[config.mk]
export PLATFORM = sky130hd
export DESIGN_NAME = fifo_flex
export DESIGN_NICKNAME = d
export VERILOG_FILES = /design/src/rtl/fifo_pkg.sv /design/src/rtl/fifo_ram.sv /design/src/rtl/fifo_flex.sv
export SDC_FILE = /design/constraint.sdc
export NUM_CORES = 1
export LEC_CHECK = 0
export ABC_AREA = 1
export CAP_MARGIN = 20
export CORE_MARGIN = 4
export CORE_UTILIZATION = 53
export DETAILED_ROUTE_END_ITERATION = 16
export PLACE_DENSITY = 0.78
export SYNTH_ARGS = -nofsm -noshare
export SYNTH_HDL_FRONTEND = slang
export SYNTH_SLANG_ARGS = --single-unit
[constraint.sdc]
create_clock -name clk -period 2.6 [get_ports clk]
set_input_delay 0.65 -clock clk [delete_from_list [all_inputs] [get_ports clk]]
set_output_delay 0.65 -clock clk [all_outputs]
set_load 0.01 [all_outputs]
[src/rtl/fifo_pkg.sv]
// fifo_pkg: shared width helpers, read-mode enum and parameter checks for fifo_flex.
package fifo_pkg;
   typedef enum logic {FIFO_STD, FIFO_FWFT} fifo_mode_e;
   function automatic int ptr_w(input int depth);
      return $clog2(depth) + 1;
   endfunction
   function automatic int cnt_w(input int depth);
      return $clog2(depth + 1);
   endfunction
   function automatic bit params_ok(input int depth, input int af, input int ae);
      return depth >= 2 && (depth & (depth - 1)) == 0 && af >= 1 && af <= depth && ae >= 0 && ae <= depth - 1;
   endfunction
endpackage

[src/rtl/fifo_ram.sv]
// fifo_ram: single write port storage with asynchronous read.
module fifo_ram #(
   parameter int DATA_WIDTH = 8,
   parameter int DEPTH = 4
) (
   input  logic                     clk,
   input  logic                     we,
   input  logic [$clog2(DEPTH)-1:0] waddr,
   input  logic [DATA_WIDTH-1:0]    wdata,
   input  logic [$clog2(DEPTH)-1:0] raddr,
   output logic [DATA_WIDTH-1:0]    rdata
);
   logic [DATA_WIDTH-1:0] mem [DEPTH];
   always_ff @(posedge clk) begin
      if (we) mem[waddr] <= wdata;
   end
   assign rdata = mem[raddr];
endmodule

[src/rtl/fifo_flex.sv]
// fifo_flex: parametrised synchronous FIFO with standard/FWFT read, programmable
// almost flags, occupancy count, synchronous flush and sticky error flags.
module fifo_flex
   import fifo_pkg::*;
#(
   parameter int DATA_WIDTH = 8,
   parameter int DEPTH = 4,
   parameter int FWFT = 0,
   parameter int AF_THRESH = DEPTH - 1,
   parameter int AE_THRESH = 1
) (
   input  logic                      clk,
   input  logic                      rst,
   input  logic [DATA_WIDTH-1:0]     din,
   input  logic                      write,
   output logic                      full,
   output logic                      almost_full,
   output logic [DATA_WIDTH-1:0]     dout,
   input  logic                      read,
   output logic                      empty,
   output logic                      almost_empty,
   output logic [cnt_w(DEPTH)-1:0]   count,
   input  logic                      flush,
   output logic                      overflow,
   output logic                      underflow
);
   localparam int PW = ptr_w(DEPTH);
   localparam int AW = PW - 1;
   localparam int CW = cnt_w(DEPTH);
   localparam fifo_mode_e MODE = (FWFT != 0) ? FIFO_FWFT : FIFO_STD;

   if (!params_ok(DEPTH, AF_THRESH, AE_THRESH)) begin : g_bad_params
      $error("fifo_flex: DEPTH must be a power of two >= 2 and thresholds in range");
   end

   logic [PW-1:0] wr_ptr, rd_ptr;
   logic [CW-1:0] cnt_next;
   logic [DATA_WIDTH-1:0] rdata, dout_q;
   logic wr_acc, rd_acc;

   fifo_ram #(.DATA_WIDTH(DATA_WIDTH), .DEPTH(DEPTH)) u_ram (
      .clk(clk),
      .we(wr_acc),
      .waddr(wr_ptr[AW-1:0]),
      .wdata(din),
      .raddr(rd_ptr[AW-1:0]),
      .rdata(rdata)
   );

   // Accepts use the registered flags; flush masks both sides.
   always_comb begin
      wr_acc = write && !full && !flush;
      rd_acc = read && !empty && !flush;
      cnt_next = flush ? '0 : count + CW'(wr_acc) - CW'(rd_acc);
   end

   always_ff @(posedge clk) begin
      if (!rst) begin
         wr_ptr <= '0;
         rd_ptr <= '0;
         count <= '0;
         dout_q <= '0;
         overflow <= 1'b0;
         underflow <= 1'b0;
         empty <= 1'b1;
         full <= 1'b0;
         almost_full <= 1'b0;
         almost_empty <= 1'b1;
      end else begin
         wr_ptr <= flush ? '0 : wr_ptr + PW'(wr_acc);
         rd_ptr <= flush ? '0 : rd_ptr + PW'(rd_acc);
         count <= cnt_next;
         empty <= cnt_next == '0;
         full <= cnt_next == CW'(DEPTH);
         almost_full <= cnt_next >= CW'(AF_THRESH);
         almost_empty <= cnt_next <= CW'(AE_THRESH);
         overflow <= !flush && (overflow || (write && full));
         underflow <= !flush && (underflow || (read && empty));
         dout_q <= (flush || MODE == FIFO_FWFT) ? '0 : rd_acc ? rdata : dout_q;
      end
   end

   assign dout = (MODE == FIFO_FWFT) ? (empty ? '0 : rdata) : dout_q;
endmodule

==> impl_metrics.tcl <==
set metrics [dict create \
    dp_hpwl_mm 2.75 \
    rsz0062_at_grt "no" \
    die_w_um 70.7 \
    path_delay_family "buffers and inverters" \
    crit_chain "clkdlybuf4s50_1 -> inv_2 -> nor2_4 -> nand2_1 -> nor2_2 -> o21bai_1 -> ha_1 -> inv_1 -> fa_1 -> nand3b_1 -> nand3_1 -> o21ai_1" \
    worstSkewPairLatency_ps 310 \
    critical-path-slowest-cell "clkdlybuf4s50_1" \
    p_leak_nw 1.06 \
    final_nets 259 \
    hold_end "overflow" \
    p_clk_share_pct 39.0 \
    cts_setup_buffers 0 \
    final-setup-viol-count 0 \
    drv_cap 0 \
    drive_gt1_share_pct 14.3 \
    hp-class "reg -> reg" \
    worst-path-max-fanout 5 \
    track_usage_pct 17.3 \
    vias 1463 \
    grt_pass1_vias 1422 \
    fmax_mhz 404 \
    area_growth_pct 26.4 \
    power_mw 1.65 \
    yosysTopAreaCell "edfxtp_1" \
    drt_pass1_iterations 4 \
    p_sw_mw 0.315 \
    drtIter0Drc 83 \
    hold_violations 0 \
    gp_routability_congestion 0.835 \
    fin_skew_ps 7.07 \
    slowest_delay_ps 510 \
    synth-main-ff-cell "edfxtp_1" \
    status "complete, no violations" \
    syn_area_um2 2080 \
    netlist_top_cells_area "edfxtp_1, dfxtp_1, nand2_1, nand3_1, a21oi_1" \
    crit_buf_inv 3 \
    vias_per_cell 5.01 \
    drc 0 \
    synth_cell_types 24 \
    power.internal_mw 1.33 \
    clkSinkCount 53 \
    end_kind "register" \
    crit_path_start_kind "input port" \
    synth_top_area_share_pct 46.2 \
    synth_edf_count 32 \
    numCtsBuffers 5 \
    wire_per_inst_um 13.5 \
    cp.arrival_ps 2680 \
    antenna_found_initial 0 \
    pwr-share-comb_pct 5.8 \
    cts_tree "done" \
    grt.overflow.total 0 \
    ant_nets 0 \
    post-route-period-util_pct 95.3 \
    slew_headroom_pct 70.4 \
    finalCriticalPeriod_ps 2480 \
    worstPathRequired_ps 2800 \
    power_density_nw_per_um2 627 \
    synth_fp_nets 212 \
    cts-root-buf "clkbuf_8" \
    syn_inst 196 \
    die_h_um 70.7 \
    utilization_pct 70.8 \
    cts-htree-levels 2 \
    critPathKind "in -> reg" \
    r2r_end "almost_full" \
    grt_max_degree 18 \
    ys_ff_latch 53 \
    rr_worst_depth 9 \
    synthTopCellsByCount "nand2_1, edfxtp_1, dfxtp_1, nand3_1, inv_1" \
    grt_pass1_wl_mm 6.51 \
    core_um2 3720 \
    avgSynthCellArea_um2 10.6 \
    design.die.area_um2 4990 \
    reg2reg_from "empty" \
    cts_hold_buf 0 \
    tightest_slew_ps 443 \
    rrSetupSlack_ps 610 \
    peakVddDrop_uv 419 \
    portBuffers 29 \
    wl_mm 3.94 \
    synth.most_common_cell "nand2_1" \
    io_pins 30 \
    yosysWarnings 0 \
    p_seq_share_pct 55.2 \
    async_flop_share_pct 0 \
    worstHoldStart "overflow" \
    clk_path_buf_depth 2 \
    finalMaxSlewViolations 0 \
    n_antenna_cell 0 \
    synth-seq-area-share_pct 66.3 \
    rows 22 \
    switching_share_pct 19.1 \
    cts.clk_slew.worst_paths_ps 90 \
    hold_depth 2 \
    cts-resized-gates 0 \
    initial_core_util_pct 56.0 \
    fin_setup_tns_ps 0 \
]
## worst max-delay path by stage
stage / startpoint / end / slack [ps] / cells past startpoint
after CTS: write / almost_full / 120 / 11
after global placement: read / empty / -50 / 13
after floorplan: read / empty / 400 / 12
after global routing: read / almost_full / 1 / 12
final: read / almost_full / 120 / 12
after detailed placement: write / empty / -180 / 12
## layout by cell type, fill, tap and decap left out
cell type        instances
o21ai_0                  8
clkdlybuf4s50_1         29
nor2_2                   2
nand2_1                 53
edfxtp_1                32
dfxtp_1                 21
a21oi_1                 12
inv_1                   16
bufinv_16                2
ha_1                     2
nand3_1                 19
clkinv_2                 1
nor2_1                   8
inv_2                    4
buf_4                   17
o21ai_1                  1
nor3_1                   4
nand2_2                  2
o21bai_1                 1
nor2_4                   1
fa_1                     1
nand3b_1                 1
a21oi_2                  1
clkbuf_8                 5
xnor2_1                  1
## layer usage
metal  part of all wire (%)  global-route usage, %  vias up  routed length [µm]
li1                       -                      -      743                   -
met1                     41                   18.9      670                1600
met4                    2.7                   10.0        0                 108
met2                     51                   30.2       41                2000
met3                    6.0                   4.55        9                 235
met5                      0                      0        -                   0
## worst min-delay path, delay by kind of cell, from the launching register on
family | cells | cell delay [ps]
AOI/OAI and AO/OA | 1 | 40
DFF | 1 | 330
and+or+nand+nor | 1 | 80
## area by class of cell
cell class	instances	area (µm²)
multi-input combinational	117	563
clock buffer	5	68.8
fill	274	1080
inverter	20	75.1
clock inverter	3	65.1
tap	48	60.1
sequential	53	1380
timing repair buffer	46	418
## power by group through the flow
stage          Clock (mW)  Sequential (mW)  Combinational, mW
6_report            0.643            0.910             0.0957
5_1_grt             0.684            0.912              0.105
3_5_place_dp            0            0.930             0.0949
4_1_cts             0.652            0.910             0.0957
3_3_place_gp            0            0.929             0.0917
2_1_floorplan           0            0.932             0.0388
## sequential cells by signal, indices dropped and copies added, names as in the netlist
signal	count
almost_full	1
rd_ptr	2
overflow	1
almost_empty	1
full	1
u_ram.mem	32
count	3
empty	1
wr_ptr	2
underflow	1
dout	8
## cell families (layout without fill, tap and decap cells)
group                    Yosys count  in the layout  share of synthesized area [%]
buffers and inverters             26             74                           6.73
flip-flops                        53             53                           66.3
adder cells (fa/ha/maj)            3              3                           2.16
AND/OR/NAND/NOR                   90             90                           18.5
AO/OA/AOI/OAI                     23             23                           5.83
XOR/XNOR                           1              1                          0.421
## per-stage QoR
step | hold slack (ps) | cell area (µm²) | cells | setup slack [ps]
after floorplan | 502 | 2080 | 196 | 400
after global placement | 453 | 2490 | 284 | -47.5
after detailed placement | 467 | 2490 | 284 | -179
after CTS | 489 | 2630 | 292 | 122
after global routing | 544 | 2630 | 292 | 1.02
final | 485 | 2630 | 292 | 123
Note: power is estimated with default switching activity, not from simulation.
